===== src/rtl/keypad_pkg.sv =====
`default_nettype none
// ============================================================================
// Module   : keypad_pkg
// Brief    : Key codes, debounce state encoding and 7-segment patterns.
// Revision : 1.0
// ============================================================================
package keypad_pkg;

    localparam logic [3:0] KEY_CLEAR = 4'd10;
    localparam logic [3:0] KEY_ENTER = 4'd11;

    typedef enum logic [1:0] {
        ST_IDLE         = 2'd0,
        ST_PRESS_WAIT   = 2'd1,
        ST_HELD         = 2'd2,
        ST_RELEASE_WAIT = 2'd3
    } deb_state_t;

    // Segment order {g,f,e,d,c,b,a}; entry [0] is digit 0.
    localparam logic [9:0][6:0] C_SEG7 = {
        7'b1101111, 7'b1111111, 7'b0000111, 7'b1111101, 7'b1101101,
        7'b1100110, 7'b1001111, 7'b1011011, 7'b0000110, 7'b0111111
    };
    localparam logic [6:0] C_SEG_BLANK = 7'b0000000;

    function automatic logic [6:0] bcd_to_seg(input logic [3:0] d);
        if (d <= 4'd9) begin
            return C_SEG7[d];
        end
        return C_SEG_BLANK;
    endfunction

endpackage
`default_nettype wire


===== src/rtl/key_debounce.sv =====
`default_nettype none
// ============================================================================
// Module   : key_debounce
// Brief    : 2-flop synchronisers plus press/release debounce FSM; emits one
//            accept strobe per debounced press together with the key code.
// Revision : 1.0
// ============================================================================
module key_debounce
    import keypad_pkg::*;
#(
    parameter int DEBOUNCE_CYCLES = 50000
) (
    input  logic       clk,
    input  logic       rst,
    input  logic       i_enable,
    input  logic [3:0] i_keycode,
    input  logic       i_press,
    output logic       o_accept,
    output logic [3:0] o_key
);

    localparam int                CNT_W      = $clog2(DEBOUNCE_CYCLES);
    localparam logic [CNT_W-1:0]  C_CNT_LAST = CNT_W'(DEBOUNCE_CYCLES - 1);

    logic             r_press_s1;
    logic             r_press_s2;
    logic [3:0]       r_key_s1;
    logic [3:0]       r_key_s2;
    deb_state_t       r_state;
    deb_state_t       w_state_next;
    logic [CNT_W-1:0] r_cnt;
    logic [CNT_W-1:0] w_cnt_next;
    logic             w_accept;

    always_ff @(posedge clk) begin
        if (rst) begin
            r_press_s1 <= 1'b0;
            r_press_s2 <= 1'b0;
            r_key_s1   <= 4'd0;
            r_key_s2   <= 4'd0;
            r_state    <= ST_IDLE;
            r_cnt      <= '0;
        end else begin
            r_press_s1 <= i_press;
            r_press_s2 <= r_press_s1;
            r_key_s1   <= i_keycode;
            r_key_s2   <= r_key_s1;
            r_state    <= w_state_next;
            r_cnt      <= w_cnt_next;
        end
    end

    always_comb begin
        w_state_next = r_state;
        w_cnt_next   = r_cnt;
        w_accept     = 1'b0;
        case (r_state)
            ST_IDLE: begin
                if (r_press_s2) begin
                    w_state_next = ST_PRESS_WAIT;
                    w_cnt_next   = '0;
                end
            end
            ST_PRESS_WAIT: begin
                if (!r_press_s2) begin
                    w_state_next = ST_IDLE;
                end else if (r_cnt == C_CNT_LAST) begin
                    w_state_next = ST_HELD;
                    w_accept     = 1'b1;
                end else begin
                    w_cnt_next = r_cnt + 1'b1;
                end
            end
            ST_HELD: begin
                if (!r_press_s2) begin
                    w_state_next = ST_RELEASE_WAIT;
                    w_cnt_next   = '0;
                end
            end
            ST_RELEASE_WAIT: begin
                // A return to high here is contact bounce, not a new press.
                if (r_press_s2) begin
                    w_state_next = ST_HELD;
                end else if (r_cnt == C_CNT_LAST) begin
                    w_state_next = ST_IDLE;
                end else begin
                    w_cnt_next = r_cnt + 1'b1;
                end
            end
            default: w_state_next = ST_IDLE;
        endcase
        if (!i_enable) begin
            w_state_next = ST_IDLE;
            w_accept     = 1'b0;
        end
    end

    assign o_accept = w_accept;
    assign o_key    = r_key_s2;

endmodule
`default_nettype wire


===== src/rtl/keypad_entry_display.sv =====
`default_nettype none
// ============================================================================
// Module   : keypad_entry_display
// Brief    : Debounced keypad entry into a 4-digit BCD buffer with commit
//            strobe and multiplexed 7-segment display.
// Revision : 1.0
// ============================================================================
module keypad_entry_display
    import keypad_pkg::*;
#(
    parameter int DEBOUNCE_CYCLES = 50000,
    parameter int REFRESH_BITS    = 16
) (
    input  logic        fin,
    input  logic        rst,
    input  logic        enable,
    input  logic [3:0]  keycode,
    input  logic        press,
    output logic [6:0]  seg,
    output logic [3:0]  dig_sel,
    output logic [15:0] entry_bcd,
    output logic        entry_valid,
    output logic [2:0]  digit_count
);

    logic                    w_accept;
    logic [3:0]              w_key;
    logic [15:0]             r_buf;
    logic [2:0]              r_count;
    logic [15:0]             r_entry;
    logic                    r_valid;
    logic [REFRESH_BITS-1:0] r_refresh;
    logic [1:0]              r_idx;
    logic [6:0]              r_seg;
    logic [3:0]              r_dig;
    logic [3:0]              w_cur_digit;
    logic                    w_cur_shown;

    key_debounce #(
        .DEBOUNCE_CYCLES(DEBOUNCE_CYCLES)
    ) u_debounce (
        .clk      (fin),
        .rst      (rst),
        .i_enable (enable),
        .i_keycode(keycode),
        .i_press  (press),
        .o_accept (w_accept),
        .o_key    (w_key)
    );

    always_ff @(posedge fin) begin
        if (rst) begin
            r_buf   <= 16'd0;
            r_count <= 3'd0;
            r_entry <= 16'd0;
            r_valid <= 1'b0;
        end else begin
            r_valid <= 1'b0;
            if (w_accept) begin
                if (w_key <= 4'd9) begin
                    if (r_count != 3'd4) begin
                        r_buf   <= {r_buf[11:0], w_key};
                        r_count <= r_count + 3'd1;
                    end
                end else if (w_key == KEY_CLEAR) begin
                    r_buf   <= 16'd0;
                    r_count <= 3'd0;
                end else if (w_key == KEY_ENTER && r_count != 3'd0) begin
                    r_entry <= r_buf;
                    r_valid <= 1'b1;
                    r_buf   <= 16'd0;
                    r_count <= 3'd0;
                end
            end
        end
    end

    // Positions at or beyond the digit count are blanked.
    always_comb begin
        w_cur_digit = r_buf[{r_idx, 2'b00} +: 4];
        w_cur_shown = ({1'b0, r_idx} < r_count);
    end

    always_ff @(posedge fin) begin
        if (rst) begin
            r_refresh <= '0;
            r_idx     <= 2'd0;
            r_seg     <= C_SEG_BLANK;
            r_dig     <= 4'd0;
        end else begin
            r_refresh <= r_refresh + 1'b1;
            if (&r_refresh) begin
                r_idx <= r_idx + 2'd1;
            end
            r_dig <= enable ? (4'b0001 << r_idx) : 4'd0;
            r_seg <= (enable && w_cur_shown) ? bcd_to_seg(w_cur_digit) : C_SEG_BLANK;
        end
    end

    assign seg         = r_seg;
    assign dig_sel     = r_dig;
    assign entry_bcd   = r_entry;
    assign entry_valid = r_valid;
    assign digit_count = r_count;

endmodule
`default_nettype wire

===== config.mk =====
export PLATFORM = sky130hd
export DESIGN_NAME = keypad_entry_display
export DESIGN_NICKNAME = d
export VERILOG_FILES = /design/src/rtl/keypad_pkg.sv /design/src/rtl/key_debounce.sv /design/src/rtl/keypad_entry_display.sv
export SDC_FILE = /design/constraint.sdc
export NUM_CORES = 1
export LEC_CHECK = 0
export ABC_AREA = 1
export BUFFER_PORTS_ARGS = -buffer_cell sky130_fd_sc_hd__buf_2
export CAP_MARGIN = 20
export CORE_MARGIN = 5
export CORE_UTILIZATION = 59
export CTS_BUF_LIST = sky130_fd_sc_hd__clkbuf_4
export CTS_CLUSTER_SIZE = 8
export DETAILED_ROUTE_END_ITERATION = 6
export GPL_ROUTABILITY_DRIVEN = 1
export GPL_TIMING_DRIVEN = 1
export PLACE_DENSITY = 0.79
export SLEW_MARGIN = 20
export SYNTH_ARGS = -nofsm -noshare
export SYNTH_HDL_FRONTEND = slang
export SYNTH_SLANG_ARGS = --single-unit

===== constraint.sdc =====
create_clock -name fin -period 2.1 [get_ports fin]
set_input_delay 0.105 -clock fin [delete_from_list [all_inputs] [get_ports fin]]
set_output_delay 0.105 -clock fin [all_outputs]
set_load 0.02 [all_outputs]

# Yosys cells after proc, flatten, opt, wreduce, memory -nomap -nowiden
# Memories as Yosys holds them, arrays and structs flattened. A register that Yosys moved wholly into a read port is not among the register bits.
# Index checks and enable logic that the tools add are counted.
dict set report op_classes {
  addsub 4
  shifts 2
  n_eq_ne 14
  n_mux 28
  n_bitwise 6
  reduce_logical 13
  n_lt_le_gt_ge 3
}
# cell count
set op_table {}
lappend op_table {{16-bit two-way mux} 9}
lappend op_table {{16-bit one-hot mux with 4 select lines} 1}
lappend op_table {{16-bit by 1-bit adder with 16-bit output, second input constant} 2}
lappend op_table {{16-bit == test, second input constant} 1}
lappend op_table {{16-bit AND reduction} 1}
lappend op_table {{16-bit by 5-bit indexed part select with 4-bit output} 1}
lappend op_table {{2-bit two-way mux} 6}
lappend op_table {{3-bit two-way mux} 4}
lappend op_table {{4-bit AND reduction} 3}
lappend op_table {{4-bit == test, second input constant} 2}
lappend op_table {{4-bit less-or-equal comparator, second input constant} 2}
lappend op_table {{2-bit one-hot mux with 4 select lines} 1}
lappend op_table {{1-bit two-way mux} 7}
lappend op_table {{2-bit by 1-bit inequality test with 1-bit output, second input constant} 3}
lappend op_table {{3-bit inequality test, second input constant} 2}
lappend op_table {{1-bit NOT} 6}
lappend op_table {{3-bit nonzero test} 2}
lappend op_table {{2-bit == test, second input constant} 2}
lappend op_table {{2-bit inequality test, second input constant} 2}
lappend op_table {{4-bit OR reduction} 1}
lappend op_table {{1-bit by 2-bit left shift with 4-bit output, first input constant} 1}
lappend op_table {{3-bit by 1-bit adder with 3-bit output, second input constant} 1}
lappend op_table {{2-bit by 3-bit < comparator with 1-bit output} 1}
lappend op_table {{3-bit by 1-bit inequality test with 1-bit output, second input constant} 1}
lappend op_table {{other kinds (7)} 8}
dict set report totals {
  ff_bits 86
  memories 1
  in_bits 8
  romBits 112
}
# name depth width rd rd_ports_with_merged_regs wr line_no
set memory_table {}
lappend memory_table {{(name not given)} 16 7 1 1 0 keypad_pkg.sv:28} ;# return C_SEG7[d];

# Depth between registers and ports, before layout
# Gate-level depths: netlist of run 1.
dict set report depth {
  ltp_word 7
  depth_mapped 12
}

# By module
# Synthesis of run 1 repeated with hierarchy kept, for this count alone.
dict set report hier_totals {
  hier_cells 663
  hier_area_um2 4665.7
}
# mod area_each_um2 cells_each n_inst
set by_module_without_submodules {}
lappend by_module_without_submodules {keypad_entry_display 3188.1 448 1}
lappend by_module_without_submodules {key_debounce 1477.7 215 1}

# Worst setup path after synthesis of run 1
# No wires, ideal clock.
dict set report synth_path {
  kind {register to register}
  from {register r_count[0], in the netlist digit_count[0]}
  to {register r_entry[10], in the netlist entry_bcd[10]}
  stages_incl_launch_ff 9
  setup_slack_ps 288
  required_ps 1987
  synth_period_minus_slack_ps 1812
  arrival_time_ps 1699
  path_cell_list {dfxtp_1 inv_1 ha_1 a21oi_1 nor3b_1 nand3_4 buf_2 nor2_1 nor2_1}
}
dict set report synth_between {
  elab_chain_cells 3
}
# item line_no
set synth_rtl {}
lappend synth_rtl {{start, declared} keypad_entry_display.sv:29} ;# logic [2:0] r_count;
lappend synth_rtl {{start signal, assigned} keypad_entry_display.sv:63} ;# r_count <= r_count + 3'd1;
lappend synth_rtl {{3-bit nonzero test} keypad_entry_display.sv:68} ;# end else if (w_key == KEY_ENTER && r_count != 3'd0) begin
lappend synth_rtl {{1-bit logical AND} keypad_entry_display.sv:68}
lappend synth_rtl {{4-bit AND reduction (no line)} --}
lappend synth_rtl {{end signal, assigned} keypad_entry_display.sv:69} ;# r_entry <= r_buf;
lappend synth_rtl {{end, declared} keypad_entry_display.sv:30} ;# logic [15:0] r_entry;
# No other way between the ends.
# A chain may end at the register's enable or synchronous reset.

# Worst setup path in the final report of run 1
dict set report layout_path {
  from {register r_count[0], in the netlist digit_count[0]}
  to {register r_entry[15], in the netlist entry_bcd[15]}
}
# The elaborated chain is that of the path after synthesis.

==> impl_summary.txt, run 1 <==
----------------------------------------------------
[Outcome]
  Status ... completed

[Min path]
  Type of the tightest min-delay check ... in2reg
  Start point of the worst min-delay path ... enable
  Cell depth of the worst hold path ... 3
  End of the worst hold path ... dig_sel[3]

[Timing]
  Slew of the pin with the lowest slew margin ... 0.5015 ns
  Minimum setup slack in the final design ... 0.1278 ns
  Fraction of the cycle the final worst path needs ... 93.92%
  Final hold viol count ... 0
  Number of pins with negative max-slew slack in the final report ... 0
  Maximum frequency from static timing analysis ... 507.0 MHz
  Endpoints failing setup ... 0
  Post-layout min period ... 1.972 ns
  Max_slew headroom ... 66.36%
  Final worst clock skew ... 0.01992 ns

[Power]
  Pwr Total ... 2765 uW
  Static power due to leakage ... 0.002261 uW
  IR drop worst, VDD ... 0.0003166 V
  PwrDens ... 573.2 nW/um^2

[Floorplanning]
  Horizontal extent of the die ... 95.72 um
  Vert. Die Dim ... 95.72 um
  Number of I/O pins ... 39
  Row cnt ... 31
  Floorplan die area ... 9162 um^2
  Placeable core area ... 7214 um^2
  Initial Utilization ... 60.09%

[Synthesis]
  Flop and latch count out of synthesis ... 93
  Synthesized instance count ... 629
  Top cells by area, synth ... sky130_fd_sc_hd__dfxtp_1 (43%), sky130_fd_sc_hd__nand2_1 (12%), sky130_fd_sc_hd__nor2_1 (11%), sky130_fd_sc_hd__inv_1 (7.7%), sky130_fd_sc_hd__a21oi_1 (5.2%)
  Part of the Yosys area used for sequential elements ... 42.94%
  Share of async-settable or async-resettable flops after synthesis ... 0%
  Synthesized net count ... 648
  Most used flip-flop cell after synthesis ... sky130_fd_sc_hd__dfxtp_1
  Cell type contributing the most total cell area after synthesis ... sky130_fd_sc_hd__dfxtp_1
  Yosys warning count ... 0
  Count of different cell masters after synthesis ... 27
  EDFF count, synth ... 0
  Cell area after technology mapping ... 4335 um^2
  Syn_area_per_cell ... 6.893 um^2
  Fraction of post-synthesis cell area in the top cell type by area ... 42.94%

[Finish]
  Fraction of final layout cells sized beyond drive strength 1 ... 12.32%
  Diodes inserted ... 0
  Area added between synthesis and finish ... 11.26%
  Final nets ... 696
  Most used cells in the layout excluding fill and tap cells ... sky130_fd_sc_hd__nand2_1 (139), sky130_fd_sc_hd__nor2_1 (124), sky130_fd_sc_hd__dfxtp_1 (92), sky130_fd_sc_hd__inv_1 (89), sky130_fd_sc_hd__a21oi_1 (45)
  Leading cell type in the layout, fill and taps excluded ... sky130_fd_sc_hd__nand2_1

[GRT]
  Largest net degree at the start of global routing ... 38
  Total gr overflow ... 0
  Initial antenna violation count ... 0
  Total global-route track usage ... 19.99%
  First-pass GRT wire length ... 14710 um
  Number of global-route vias before repair ... 3436

[Place]
  Port bufs ... 38
  Dpl ws ... 0.1379 ns
  Final GP Congestion ... 0.8375
  Half-perimeter wire length of the detailed placement result ... 6068 um

[Route]
  Final antenna-violating net count ... 0
  Final routed wire length divided by cell count ... 11.47 um
  Drt via density ... 4.872
  Pre-Repair DR Iteration Count ... 5
  DRT Wirelength ... 8957 um
  Drc violations ... 0
  Via count ... 3805
  Number of DRC violations after detailed-routing iteration 0 ... 181

[Worst setup path]
  Buffer and inverter count on the worst path ... 1
  Cell occurring most often along the worst timing path ... sky130_fd_sc_hd__nor2_1
  Type of element launching the critical path ... register
  CP max-delay cell ... sky130_fd_sc_hd__dfxtp_1
  Crit path max fanout ... 17
  End of the worst register-to-register path ... entry_bcd[15]
  Cell Chain, Critical Path ... inv_1, ha_1, a21oi_1, nor3b_4, nand3_4, nor2_1, nor2_1
  Highest cell delay on the worst timing path ... 0.43 ns
  CP endpoint kind ... register
  Arrival time reported for the critical path endpoint ... 2.33 ns
  Reg-to-Reg Start ... digit_count[0]
  Register-to-Register Setup Slack ... 0.13 ns
  CP required ... 2.45 ns
  Worst setup path class ... reg2reg
  Top cell family by delay on the critical path ... simple AND/OR/NAND/NOR gates
  Worst Reg2Reg Path Length in Cells ... 7

[Clock network]
  Buffers inserted by post-CTS timing repair ... 0
  Buffer depth of the longest clock path ... 2
  Insertion delay of the later-clocked pin in the worst-skew pair ... 0.45 ns
  Clock edge transition at the registers on the reported setup and hold paths ... 0.14 ns
  Level count of the clock H-tree ... 3
  TritonCTS clock tree ... done
  Cell at the root of the clock tree ... sky130_fd_sc_hd__clkbuf_4
  Sink Count ... 93
  CTS buffer count ... 9

[Run]
  Count of max-cap constraint violations ... 0

----------------------------------------------------
## state kept, by name, indices dropped and copies added (netlist names), 2 cells and up, named ones only
register	flops
entry_bcd	16
r_buf	16
r_refresh	16
u_debounce.r_cnt	16
seg	7
dig_sel	4
u_debounce.o_key	4
u_debounce.r_key_s1	4
digit_count	3
r_idx	2
## synthesized netlist by cell type (7+ instances only)
| master | n |
|---|---|
| sky130_fd_sc_hd__a21oi_1 | 45 |
| sky130_fd_sc_hd__clkbuf_1 | 8 |
| sky130_fd_sc_hd__dfxtp_1 | 93 |
| sky130_fd_sc_hd__ha_1 | 11 |
| sky130_fd_sc_hd__inv_1 | 89 |
| sky130_fd_sc_hd__nand2_1 | 139 |
| sky130_fd_sc_hd__nand3_1 | 30 |
| sky130_fd_sc_hd__nand4_1 | 7 |
| sky130_fd_sc_hd__nor2_1 | 124 |
| sky130_fd_sc_hd__nor3_1 | 11 |
| sky130_fd_sc_hd__o21ai_0 | 22 |
| sky130_fd_sc_hd__o21bai_1 | 10 |
## per-stage QoR
step	hold slack [ns]	TNS (ns)	std cells	cell area [um^2]	utilization (%)
final	0.01310	0	781	4823	66.86
after floorplan	0.2120	0	629	4335	-
after CTS	0.004527	0	780	4788	66.37
after global routing	0.009892	-0.008823	781	4823	66.86
after detailed placement	0.3157	0	759	4617	64.00
after global placement	0.3137	0	759	4617	64.00
## tightest hold or removal path: stages
cell and delay [ns]:
sky130_fd_sc_hd__buf_2 0.11, sky130_fd_sc_hd__nand2_1 0.15, sky130_fd_sc_hd__nor3_1 0.06
## layer usage
layer	GRT usage (%)	up-vias	part of all wire (%)
met3	3.362	17	4.7
met5	0	-	0
met4	8.649	0	2.2
met2	33.18	67	47
met1	25.60	1680	46
li1	-	2041	-
## worst max path at each step
stage                     depth (start not counted)             to  slack, ns      startpoint
after floorplan                                   8  entry_bcd[10]       0.29  digit_count[0]
after global placement                            7  entry_bcd[15]       0.28  digit_count[0]
after detailed placement                          7  entry_bcd[15]       0.14  digit_count[0]
after CTS                                         7  entry_bcd[15]       0.09  digit_count[0]
after global routing                              8  entry_bcd[14]     -0.009  digit_count[0]
final                                             7  entry_bcd[15]       0.13  digit_count[0]
## report_power, final
part,internal [uW],switching (uW)
combinational,33.6,61.8
clock,266,615
sequential,1780,8.25
## layout make-up
cell class | instances | area (um^2)
Fill cell | 671 | 2391
Multi-Input combinational cell | 426 | 2051
Sequential cell | 93 | 1863
Inverter | 95 | 356.6
Timing Repair Buffer | 52 | 307.8
Tap cell | 99 | 123.9
Clock buffer | 10 | 75.07
Clock inverter | 6 | 46.29
## kinds of logic after synthesis
| logic type | share of synthesized area (%) |
|---|---|
| AO/OA/AOI/OAI | 9.813 |
| XOR/XNOR | 1.414 |
| adder cells (fa/ha/maj) | 3.175 |
| buffers and inverters | 10.53 |
| flip-flops | 42.94 |
| AND/OR/NAND/NOR | 32.12 |
## what timing repair did
action | in CTS | in global routing
gates resized for setup | 0 | 5
endpoints found under the setup margin | 0 | 17
hold buffers | 5 | 0
endpoints found under the hold margin | 5 | 0
Note: power is estimated with default switching activity, not from simulation.
==> inputs of run 2 (changes only) <==
- SYNTH_HIERARCHICAL: default -> 1
- clock period: 2.1 -> 2.4 ns (I/O delays scaled with it)
==> run 2 against run 1 <==
  * Maximum frequency down 10%
  * Core utilization down 1.6 points
  * First-iteration DRC count up 30%
  * Hold slack better by 0.056 ns
  * Sequential share of layout area down 1.7 points
  * Worst setup slack better by 0.069 ns
  * Synthesized cell count up 5.4%
  * Clock skew down 0.0085 ns
  * Area after synthesis up 7.6%
  * Clock power down 2%
  * Die area up 6.8%
  * Highest routed layer unchanged
==> impl_summary.txt, run 2 <==
----------------------------------------------------
[Outcome]
  Status ... completed

[Floorplanning]
  Horizontal extent of the die ... 98.93 um (+3.3%)
  Placeable core area ... 7727 um^2 (+7.1%)
  Initial Utilization ... 60.38% (+0.29 points)
  Floorplan die area ... 9786 um^2 (+6.8%)
  Vert. Die Dim ... 98.93 um (+3.3%)
  Row cnt ... 32 (+3.2%)
  Number of I/O pins ... 39 (unchanged)

[Timing]
  Endpoints failing setup ... 0 (unchanged)
  Worst Hold Slack ... 0.06890 ns (+0.05580 ns)
  Post-layout min period ... 2.204 ns (+0.2313 ns)
  Max_slew headroom ... 56.59% (-9.8 points)
  Number of pins with negative max-slew slack in the final report ... 0 (unchanged)
  Fraction of the cycle the final worst path needs ... 91.81% (-2.1 points)
  Final worst clock skew ... 0.01147 ns (-0.008455 ns)
  Maximum frequency from static timing analysis ... 453.8 MHz (-10%)
  Final hold viol count ... 0 (unchanged)
  Slew of the pin with the lowest slew margin ... 0.6502 ns (+0.1487 ns)

[Power]
  PwrDens ... 500.0 nW/um^2 (-13%)
  Static power due to leakage ... 0.002136 uW (-5.5%)
  Pwr Total ... 2523 uW (-8.7%)
  IR drop worst, VDD ... 0.0004017 V (+27%)

[Route]
  Number of DRC violations after detailed-routing iteration 0 ... 236 (+30%)
  Drt via density ... 5.096 (+4.6%)
  DRT Wirelength ... 9901 um (+11%)
  Pre-Repair DR Iteration Count ... 5 (unchanged)
  Final antenna-violating net count ... 0 (unchanged)
  Via count ... 4102 (+7.8%)
  Final routed wire length divided by cell count ... 12.30 um (+7.2%)
  Drc violations ... 0 (unchanged)

[Finish]
  Leading cell type in the layout, fill and taps excluded ... sky130_fd_sc_hd__nand2_1
  Final nets ... 717 (+3.0%)
  Fraction of final layout cells sized beyond drive strength 1 ... 14.94% (+2.6 points)
  Post-Layout Inst Area ... 5046 um^2 (+4.6%)
  Diodes inserted ... 0 (unchanged)
  Area added between synthesis and finish ... 8.152%
  Most used cells in the layout excluding fill and tap cells ... sky130_fd_sc_hd__nand2_1 (149), sky130_fd_sc_hd__nor2_1 (115), sky130_fd_sc_hd__dfxtp_1 (93), sky130_fd_sc_hd__inv_1 (82), sky130_fd_sc_hd__buf_2 (38)
  Number of fillers in the final layout ... 680 (+1.3%)

[Min path]
  Type of the tightest min-delay check ... in2reg
  Cell depth of the worst hold path ... 2 (-1)

[Run]
  Count of max-cap constraint violations ... 0 (unchanged)

[Synthesis]
  Cell type contributing the most total cell area after synthesis ... sky130_fd_sc_hd__dfxtp_1
  Share of cell area taken by muxes after synthesis ... 0% (unchanged)
  Fraction of synthesized cell area in xor and xnor cells ... 1.502% (+0.088 points)
  Flop and latch count out of synthesis ... 93 (unchanged)
  Complex-gate fraction of the synthesized area ... 10.97% (+1.2 points)
  Synthesized net count ... 682 (+5.2%)
  Share of async-settable or async-resettable flops after synthesis ... 0% (unchanged)
  Fraction of post-synthesis cell area in the top cell type by area ... 39.90% (-3.0 points)
  Dominant combinational cell family by area after synthesis ... simple AND/OR/NAND/NOR gates
  Most frequent cell after synthesis ... sky130_fd_sc_hd__nand2_1
  Yosys warning count ... 6 (+6)
  Count of different cell masters after synthesis ... 35 (+30%)
  EDFF count, synth ... 0 (unchanged)
  Synthesized instance count ... 663 (+5.4%)
  Top cells by area, synth ... sky130_fd_sc_hd__dfxtp_1 (40%), sky130_fd_sc_hd__nand2_1 (12%), sky130_fd_sc_hd__nor2_1 (9.3%), sky130_fd_sc_hd__inv_1 (6.6%), sky130_fd_sc_hd__nand4_1 (3.8%)
  Part of the Yosys area used for sequential elements ... 39.90% (-3.0 points)
  Most used flip-flop cell after synthesis ... sky130_fd_sc_hd__dfxtp_1
  Syn_area_per_cell ... 7.037 um^2 (+2.1%)
  Top cell types by occurrence after synthesis ... sky130_fd_sc_hd__nand2_1 (149), sky130_fd_sc_hd__nor2_1 (115), sky130_fd_sc_hd__dfxtp_1 (93)
  Cell area after technology mapping ... 4666 um^2 (+7.6%)
  Simple-Gate Fraction of Synth Area ... 33.74% (+1.6 points)
  Post-synthesis adder-cell area fraction ... 2.950% (-0.22 points)

[GRT]
  Initial antenna violation count ... 0 (unchanged)
  Total global-route track usage ... 20.68% (+0.69 points)
  Number of global-route vias before repair ... 3740 (+8.8%)
  First-pass GRT wire length ... 16880 um (+15%)
  Largest net degree at the start of global routing ... 39 (+2.6%)
  Total gr overflow ... 0 (unchanged)

[Worst setup path]
  Worst setup path class ... reg2reg
  CP required ... 2.75 ns (+0.30 ns)
  Arrival time reported for the critical path endpoint ... 2.55 ns (+0.22 ns)
  Type of element launching the critical path ... register
  CP endpoint kind ... register
  Worst Reg2Reg Path Length in Cells ... 9 (+2)
  Crit path max fanout ... 17 (unchanged)

[Clock network]
  Level count of the clock H-tree ... 3 (unchanged)
  Sink Count ... 93 (unchanged)
  Clock edge transition at the registers on the reported setup and hold paths ... 0.14 ns (about the same)
  Cell at the root of the clock tree ... sky130_fd_sc_hd__clkbuf_4
  TritonCTS clock tree ... done
  CTS buffer count ... 9 (unchanged)
  Buffer depth of the longest clock path ... 2 (unchanged)
  Buffers inserted by post-CTS timing repair ... 0 (unchanged)
  Insertion delay of the later-clocked pin in the worst-skew pair ... 0.45 ns (about the same)

[Place]
  Half-perimeter wire length of the detailed placement result ... 6987 um (+15%)
  Final GP Congestion ... 0.9439 (+13%)
  Placed inst area ... 4840 um^2 (+4.8%)
  Port bufs ... 38 (unchanged)

----------------------------------------------------
-- run 2: cell types whose count changed in the layout (fill, tap and decap cells not counted), sizes merged, moves of 7 or more --
| cell | change |
|---|---|
| o21ai | +10 |
| nand4 | +24 |
| o21bai | -7 |
| nor2 | -12 |
| nand2 | +16 |
-- run 2: logic make-up (layout without fill, tap and decap cells) --
logic type	after synthesis	count (layout)
and+or+nand+nor	352	352
buffers and inverters	113	153
DFF	93	93
AOI/OAI and AO/OA	86	86
adders and majority gates	11	11
xor gates and xnor gates	8	8
-- run 2: worst max-delay path: stages, from the launching register on --
cell,delay (ns)
sky130_fd_sc_hd__dfxtp_1,0.76
sky130_fd_sc_hd__o21ai_0,0.18
sky130_fd_sc_hd__nand2_1,0.24
sky130_fd_sc_hd__inv_1,0.10
sky130_fd_sc_hd__ha_1,0.21
sky130_fd_sc_hd__or2_2,0.27
sky130_fd_sc_hd__nand2_1,0.10
sky130_fd_sc_hd__nand2_1,0.07
sky130_fd_sc_hd__nand3_2,0.12
sky130_fd_sc_hd__nor2_1,0.06
-- run 2: cell type report --
type                            instances  area [um^2]  area share [%]
Tap cell                              102        127.6           2.529
Multi-Input combinational cell        457         2293           45.45
Sequential cell                        93         1862           36.90
Inverter                               89        336.6           6.670
Timing Repair Buffer                   48        284.0           5.629
Clock inverter                          5        60.06           1.190
Clock buffer                           11        82.58           1.636
-- run 2: timing repair --
action,4_1_cts,5_1_grt
hold endpoints to repair,7,0
hold buffers,6,0
resized for setup,0,1
endpoints found under the setup margin,0,4
-- run 2: worst paths after layout --
check	startpoint	endpoint	slack, ns
max	r_idx[0]	seg[1]	0.20
min	rst	u_debounce/r_cnt[13]	0.07
max reg2reg	r_idx[0]	seg[1]	0.20
min reg2reg	u_debounce/r_key_s1[3]	u_debounce/o_key[3]	0.41
-- run 2: layer usage --
layer / global-route usage (%) / wire length, um / up-vias
met1: 25.64 / 4434 / 1832
met3: 4.034 / 411 / 14
li1: - / - / 2166
met4: 7.563 / 126 / 0
met2: 35.54 / 4928 / 90
met5: 0 / 0 / -
-- run 2: through the flow --
stage,TNS [ns],cells,setup slack [ns],util [%]
after global placement,0,783,0.3087,62.63
after CTS,0,805,0.2318,65.25
final,0,805,0.1965,65.30
after detailed placement,0,783,0.2855,62.63
after floorplan,0,663,0.4078,-
after global routing,-0.001645,805,-0.001645,65.30
-- run 2: report_power, final --
group | leakage (uW) | switching [uW] | internal (uW) | total [uW]
clock | 0.0000774 | 521 | 345 | 866
combinational | 0.00131 | 60.4 | 29.9 | 90.3
sequential | 0.000752 | 9.26 | 1560 | 1570
total | 0.00214 | 591 | 1930 | 2520
